--- config.mk ---
export PLATFORM = sky130hd
export DESIGN_NAME = vga_pattern_sequencer
export DESIGN_NICKNAME = d
export VERILOG_FILES = /design/src/rtl/vga_pattern_sequencer.sv
export SDC_FILE = /design/constraint.sdc
export NUM_CORES = 1
export LEC_CHECK = 0
export CORE_MARGIN = 8
export CORE_UTILIZATION = 50
export DETAILED_ROUTE_END_ITERATION = 12
export PLACE_DENSITY = 0.79
export SYNTH_ARGS = -nofsm -noshare
export SYNTH_HDL_FRONTEND = slang
export SYNTH_SLANG_ARGS = --single-unit
--- constraint.sdc ---
create_clock -name CLK -period 1.7 [get_ports CLK]
set_input_delay 0.425 -clock CLK [delete_from_list [all_inputs] [get_ports CLK]]
set_output_delay 0.425 -clock CLK [all_outputs]
set_load 0.05 [all_outputs]
--- src/rtl/vga_pattern_sequencer.sv ---
// vga_pattern_sequencer: frame-synchronous test-pattern selector with auto/step advance and VS-loss watchdog
module vga_pattern_sequencer #(
  parameter int   NUM_PAT     = 8,
  parameter int   SEL_W       = 3,
  parameter int   HOLD_FRAMES = 60,
  parameter int   CNT_W       = 8,
  parameter logic VS_POL      = 1'b0,
  parameter int   VS_TIMEOUT  = 840000
) (
  input  logic             CLK,
  input  logic             RST,
  input  logic             VGA_VS,
  input  logic             VGA_DE,
  input  logic             AUTO,
  input  logic             STEP,
  output logic [SEL_W-1:0] PAT_SEL,
  output logic             SWITCH,
  output logic [CNT_W-1:0] FRAME_CNT,
  output logic             LOCKED
);
  localparam int               WD_W    = $clog2(VS_TIMEOUT + 1);
  localparam logic [SEL_W-1:0] LAST    = SEL_W'(NUM_PAT - 1);
  localparam logic [CNT_W-1:0] HOLD_M1 = CNT_W'(HOLD_FRAMES - 1);
  localparam logic [CNT_W-1:0] CNT_MAX = '1;
  localparam logic [WD_W-1:0]  WD_LIM  = WD_W'(VS_TIMEOUT);
  localparam logic [WD_W-1:0]  WD_PRE  = WD_W'(VS_TIMEOUT - 1);

  typedef enum logic {SYNC, SHOW} state_t;

  state_t           state_q, state_d;
  logic             vs1_q, vs2_q;
  logic             pend_q, pend_d;
  logic             sw_q, sw_d;
  logic [SEL_W-1:0] sel_q, sel_d;
  logic [CNT_W-1:0] cnt_q, cnt_d;
  logic [WD_W-1:0]  wd_q, wd_d;
  logic             fb, adv, expire;

  always_comb begin
    fb      = (vs1_q == VS_POL) && (vs2_q != VS_POL) && !VGA_DE;
    expire  = !fb && (wd_q == WD_PRE);
    adv     = fb && (state_q == SHOW) && (pend_q || (AUTO && cnt_q >= HOLD_M1));
    sel_d   = adv ? ((sel_q == LAST) ? '0 : sel_q + 1'b1) : sel_q;
    sw_d    = adv;
    pend_d  = adv ? 1'b0 : (pend_q | STEP);
    wd_d    = fb ? '0 : ((wd_q == WD_LIM) ? wd_q : wd_q + 1'b1);
    state_d = fb ? SHOW : (expire ? SYNC : state_q);
    cnt_d   = cnt_q;
    if (fb)
      cnt_d = (state_q == SYNC || adv) ? '0 : ((cnt_q == CNT_MAX) ? cnt_q : cnt_q + 1'b1);
    else if (expire)
      cnt_d = '0;
  end

  always_ff @(posedge CLK) begin
    if (!RST) begin
      state_q <= SYNC;
      vs1_q   <= ~VS_POL;
      vs2_q   <= ~VS_POL;
      pend_q  <= 1'b0;
      sw_q    <= 1'b0;
      sel_q   <= '0;
      cnt_q   <= '0;
      wd_q    <= '0;
    end else begin
      state_q <= state_d;
      vs1_q   <= VGA_VS;
      vs2_q   <= vs1_q;
      pend_q  <= pend_d;
      sw_q    <= sw_d;
      sel_q   <= sel_d;
      cnt_q   <= cnt_d;
      wd_q    <= wd_d;
    end
  end

  assign PAT_SEL   = sel_q;
  assign SWITCH    = sw_q;
  assign FRAME_CNT = cnt_q;
  assign LOCKED    = (state_q == SHOW);
endmodule

==> summary.md, run 1 <==
| Metric | Value |
|---|---|
| Endpoint type of the worst setup path | `register` |
| Antenna fix cells | `0` |
| Clock root buffer | `clkbuf_4` |
| Synth top cells by count | `dfxtp_1, nor2_1, nand3_1` |
| Failing checks | `setup timing` |
| Routed vias | `1644` |
| Min-Delay Path Class | `register to register` |
| # H-tree levels | `2` |
| First-pass GRT wire length | `7.19 mm` |
| Detail-routed via count per cell | `5.36` |
| Main synth FF type | `dfxtp_1` |
| Endpoints failing setup | `14` |
| Number of cells on the critical path | `5` |
| Largest net degree at the start of global routing | `19` |
| Synthesized net count | `209` |
| I/O pins | `19` |
| Clk buf depth | `2` |
| Pre-antenna DRT Iters | `5` |
| Routability congestion estimate | `0.880` |
| Post-synth EDFFs | `0` |
| R2R cell count | `5` |
| Crit-path cells | `or4b_4, nor4_4, and4_4, mux2i_1, nor2_1` |
| Final setup skew | `0.00997 ns` |
| Post-synthesis cell count | `198` |
| Max Fclk | `0.550 GHz` |
| CTS tree | `built` |
| ANT nets after route | `0` |
| Critical path buffers and inverters | `0` |
| Synth area leaders | `dfxtp_1, nor2_1, xnor2_1` |
| Initial Utilization | `52.1%` |
| Drt total wl | `4.18 mm` |
| Fraction of registers with async set/reset | `0%` |
| Cts hold-fix bufs | `0` |
| WL/cell | `13.6 um` |
| WP data required | `1.93 ns` |
| FP Rows | `21` |
| Final worst slack | `-0.118 ns` |
| Vias in the first global route | `1577` |
| Met1 Use GR | `19.6%` |
| Max-slew violations | `0` |
| Worst hold path stage count | `1` |
| Global route hottest layer | `met2` |
| Post-layout nets | `271` |
| Final HPWL DP | `3.08 mm` |
| Iteration-0 DRC Markers | `181` |
| CP max-delay cell | `or4b_4` |
| Seq/Total Area, Yosys | `41.5%` |
| Fill cells | `241` |
| Die Width | `75.0 um` |
| GRT Total Usage | `16.6%` |
| Met2 GRT Util | `27.3%` |
| GR Overflow Total | `0` |
| Footprint of the multi-input gates | `1070 um^2` |
| Residual DRC | `0` |
| Top delay family on crit path | `simple AND/OR/NAND/NOR gates` |
| DIE AREA | `5620 um^2` |
| Num Clock Sinks | `36` |
| CP Class | `register to register` |
| Netlist cell types | `42` |
| Die height | `75.0 um` |
| Layout area overhead | `47.7%` |
| RSZ-0062 raised after global routing | `yes` |
| GRT met3 Usage | `4.93%` |
| Worst-Skew Late Latency | `0.34 ns` |
| Peak supply drop | `0.574 mV` |
| Area leader, netlist | `dfxtp_1` |
| Ys Warns | `0` |
| Instance area at placement | `2400 um^2` |
| Max Cap Violations | `0` |
| FF+latch area | `744 um^2` |
| Hold Vio Cnt, Final | `0` |
| Antenna violations before repair | `0` |
| Largest stage delay on the critical path | `0.54 ns` |
| WP data arrival | `2.05 ns` |
| Setup tns final | `-0.850 ns` |
| PD cells | `582 nW/um^2` |
| Seq cells post-synth | `36` |
| Status | `finished with violations` |
| Synthesized cell area | `1740 um^2` |
| Clk slew on worst S/H paths | `0.11 ns` |
| Layout cells sized above 1 | `38.3%` |
| Slew margin rel. | `70.7%` |
| Port Buf Inserts | `18` |
| Cell with the most instances after synthesis | `dfxtp_1` |
| Startpoint types | `register` |
| Tot Pwr | `0.00149 W` |
| Share of Yosys cell area claimed by the top area cell type | `41.5%` |
| Final instance area | `2570 um^2` |
| Worst-Margin Slew | `0.436 ns` |
| Min cycle time layout | `1.82 ns` |
| Leakage power | `1.00 nW` |
| CTS buffer count | `5` |
| Avg Inst Size Synth | `8.78 um^2` |
| Hold Slack | `0.474 ns` |
| Place WS | `-0.272 ns` |
| Share of the cycle needed by the critical path after routing | `107%` |
| Core region area | `3340 um^2` |
| CP max FO | `4` |
path summary, 6_finish.rpt:
path / start / to / slack (ns)
setup / recovery: wd_q[17] / wd_q[1] / -0.12
hold / removal: vs1_q / vs2_q / 0.47
setup reg to reg: wd_q[17] / wd_q[1] / -0.12
hold reg to reg: vs1_q / vs2_q / 0.47
logic make-up after synthesis:
kind of cell	share of synthesized area [%]
fa+ha+maj	3.60
buf+inv	2.30
xor+xnor	8.06
simple gates	31.3
compound gates	10.9
mux	2.30
flops	41.5
flip-flops by register name, summed over array words and instances, names as in the netlist:
register	flops
vs1_q	1
pend_q	1
vs2_q	1
SWITCH	1
FRAME_CNT	8
wd_q	20
LOCKED	1
PAT_SEL	3
cell usage in the layout, fill, tap and decap left out, drive strengths merged:
| cell type | n |
|---|---|
| a21oi | 9 |
| a31oi | 2 |
| nor4 | 3 |
| or3b | 1 |
| inv | 4 |
| xor2 | 8 |
| clkdlybuf4s50 | 5 |
| nand2b | 5 |
| nand3b | 1 |
| nand3 | 13 |
| clkbuf | 8 |
| a211oi | 2 |
| ha | 5 |
| nor3 | 5 |
| mux2i | 4 |
| nor2b | 5 |
| nor3b | 3 |
| and3 | 6 |
| and2 | 2 |
| o22ai | 2 |
| nand2 | 11 |
| xnor2 | 8 |
| or4 | 1 |
| buf | 56 |
| o221a | 2 |
| and4 | 3 |
| a41oi | 1 |
| or2 | 2 |
| nand4 | 7 |
| nor2 | 27 |
| or3 | 2 |
| o21a | 3 |
| o21ai | 4 |
| or4b | 2 |
| dfxtp | 36 |
| a21boi | 3 |
power by group:
| group | leakage, nW | switching, W | internal (W) |
|---|---|---|---|
| sequential | 0.299 | 0.0000109 | 0.000852 |
| combinational | 0.664 | 0.0000561 | 0.0000652 |
| clock | 0.0386 | 0.000266 | 0.000243 |
routing by layer:
layer / wire [um] / up-vias
met5: 0 / -
met4: 89 / 0
met3: 254 / 10
met2: 2060 / 47
met1: 1780 / 758
li1: - / 829
layout make-up:
class                   count  share of cell area, %
flip-flops and latches     36                   29.0
repair buffers             61                   23.7
clock buffers               8                   2.68
multi-input cells         152                   41.8
well taps                  46                   2.24
inverters                   4                  0.585
timing repair:
| item | 4_1_cts | 5_1_grt |
|---|---|---|
| pin swaps | 14 | 9 |
| buffers inserted | 2 | 4 |
| setup endpoints to repair | 14 | 16 |
| gates resized for setup | 7 | 12 |
stage by stage:
| step | utilization, % | std cells |
|---|---|---|
| after detailed placement | 71.8 | 293 |
| final | 76.9 | 307 |
| after floorplan | - | 198 |
| after CTS | 75.1 | 303 |
| after global routing | 76.9 | 307 |
| after global placement | 71.8 | 293 |
Note: power is estimated with default switching activity, not from simulation.
==> run 2, diff against run 1 <==
--- a/config.mk
+++ b/config.mk
@@ -9,6 +9,8 @@
 export CORE_UTILIZATION = 50
 export DETAILED_ROUTE_END_ITERATION = 12
 export PLACE_DENSITY = 0.79
+export REMOVE_ABC_BUFFERS = 1
 export SYNTH_ARGS = -nofsm -noshare
 export SYNTH_HDL_FRONTEND = slang
 export SYNTH_SLANG_ARGS = --single-unit
+export TNS_END_PERCENT = 50
==> run 2 against run 1 <==
  * The flow still finishes with violations (setup timing)
  * Final area shrank 0.93%
  * Count of clock-buffer cells in the layout shrank 3
  * Sequential cell count is the same
  * Critical endpoint unchanged
  * Highest routed layer unchanged
==> summary.md, run 2 (synthesized netlist as in run 1, its figures left out) <==
| Metric | Value |
|---|---|
| Status | `finished with violations` |
| Failing checks | `setup timing` |
| Hold Slack | `0.468 ns` |
| Max FFs per register | `20` |
| First-pass GRT wire length | `7.13 mm` |
| Startpoint types | `register` |
| Post-Layout Cell Count | `308` |
| Clock root buffer | `clkbuf_4` |
| Worst-Margin Slew | `0.440 ns` |
| Min-Delay Path Class | `register to register` |
| Seq pwr share | `54.8%` |
| Leakage power | `0.996 nW` |
| Layout cells sized above 1 | `35.9%` |
| Peak supply drop | `0.646 mV` |
| Clk buf depth | `2` |
| CP max FO | `4` |
| GRT Total Usage | `16.6%` |
| Final HPWL DP | `3.13 mm` |
| Post-layout nets | `272` |
| Comb pwr share | `7.2%` |
| Hold Vio Cnt, Final | `0` |
| Endpoints failing setup | `12` |
| HP Start | `vs1_q` |
| Initial Utilization | `52.1%` |
| Die Width | `75.0 um` |
| PD cells | `621 nW/um^2` |
| Worst reg-to-reg setup slack | `-0.14 ns` |
| Die height | `75.0 um` |
| ANT nets after route | `0` |
| FP Rows | `21` |
| Drt total wl | `4.55 mm` |
| Num Clock Sinks | `36` |
| DIE AREA | `5620 um^2` |
| P_int | `0.00122 W` |
| R2R cell count | `6` |
| Metal3 WL | `209 um` |
| DRT met1 WL | `2.02 mm` |
| Max-slew violations | `0` |
| CTS buffer count | `5` |
| Iteration-0 DRC Markers | `115` |
| Hold Path Sink | `vs2_q` |
| Clk slew on worst S/H paths | `0.11 ns` |
| CTS tree | `built` |
| WP data arrival | `2.09 ns` |
| Largest net degree at the start of global routing | `19` |
| Antenna fix cells | `0` |
| Slew margin rel. | `70.6%` |
| Share of the cycle needed by the critical path after routing | `108%` |
| RSZ-0062 raised after global routing | `yes` |
| Final setup skew | `0.00954 ns` |
| R2R Path End | `wd_q[1]` |
| GR Overflow Total | `0` |
| Met2 Routed Length | `2.24 mm` |
| Fill cells | `240` |
| Final instance area | `2540 um^2` |
| Core region area | `3340 um^2` |
| DR top layer | `met4` |
| Routability congestion estimate | `0.859` |
| Endpoint type of the worst setup path | `register` |
| Detail-routed via count per cell | `5.50` |
| Max Cap Violations | `0` |
| Instance area at placement | `2340 um^2` |
| Port Buf Inserts | `18` |
| Sw frac | `22.7%` |
| Final worst slack | `-0.139 ns` |
| Tot Pwr | `0.00158 W` |
| Place WS | `-0.354 ns` |
| WL/cell | `14.8 um` |
| # H-tree levels | `2` |
| WP data required | `1.95 ns` |
| Routed vias | `1694` |
| Commonest non-fill, non-tap cell in the layout | `buf_4` |
| Largest Register | `wd_q` |
| Max Fclk | `0.544 GHz` |
| Residual DRC | `0` |
| Psw | `0.000359 W` |
| CP Class | `register to register` |
| Commonest non-fill, non-tap cells in the layout | `buf_4, dfxtp_1, nor2_1` |
| Clock Power Share | `38.0%` |
| Pre-antenna DRT Iters | `4` |
| Worst-Skew Late Latency | `0.34 ns` |
| Layout area overhead | `46.3%` |
| Min cycle time layout | `1.84 ns` |
| Cts hold-fix bufs | `0` |
| R2R Path Start | `wd_q[13]` |
| Vias in the first global route | `1577` |
| I/O pins | `19` |
| Worst hold path stage count | `1` |
| Antenna violations before repair | `0` |
| Placed Cells | `296` |
-- run 2: changes by cell type in the layout (fill, tap and decap cells not counted), sizes merged --
cell / change
clkinvlp: +1
buf: +1
clkinv: +1
bufinv: +1
clkbuf: -3
-- run 2: through the flow --
stage | TNS [ns] | util, %
finish | -0.861 | 76.2
global route | -1.90 | 76.2
CTS | -0.704 | 74.6
detailed placement | -5.52 | 70.2
global placement | -4.55 | 70.2
floorplan | -4.19 | -
-- run 2: worst max-delay path, cell delays in order (launching register included) --
cell     delay [ns]
dfxtp_2        0.34
or4b_4         0.54
nor4_4         0.21
buf_4          0.18
and4_4         0.24
mux2i_1        0.18
nor2_1         0.05
-- run 2: worst max path at each step --
stage / from / end / slack (ns)
floorplan: FRAME_CNT[0] / FRAME_CNT[5] / -0.50
global placement: AUTO / FRAME_CNT[5] / -0.32
detailed placement: AUTO / FRAME_CNT[5] / -0.35
CTS: wd_q[17] / wd_q[1] / -0.11
global route: wd_q[1] / wd_q[18] / -0.19
finish: wd_q[13] / wd_q[1] / -0.14
-- run 2: power by group through the flow --
| stage | registers, W | logic [W] | clock network [W] |
|---|---|---|---|
| 6_report | 0.000866 | 0.000114 | 0.000600 |
| 5_1_grt | 0.000868 | 0.000123 | 0.000647 |
| 4_1_cts | 0.000863 | 0.000110 | 0.000607 |
| 3_5_place_dp | 0.000882 | 0.000106 | 0 |
| 3_3_place_gp | 0.000881 | 0.000102 | 0 |
| 2_1_floorplan | 0.000887 | 0.0000397 | 0 |
-- run 2: layer usage --
layer	global-route usage (%)	vias to the layer above
li1	-	832
met1	19.0	810
met2	28.1	45
met3	4.39	7
met4	7.17	0
met5	0	-
-- run 2: cell type report --
class                   count  area (um^2)  area share (%)
well taps                  46         57.6            2.26
clock buffers               5         37.5            1.48
inverters                   4         15.0           0.591
clock inverters             3         42.5            1.67
flip-flops and latches     36          729            28.7
multi-input cells         152         1050            41.4
repair buffers             62          607            23.9
-- run 2: timing repair --
action,CTS,global route
endpoints found under the hold margin,0,0
setup buffers,4,0
pin swaps,5,8
setup endpoints to repair,15,20
gates resized for setup,11,18
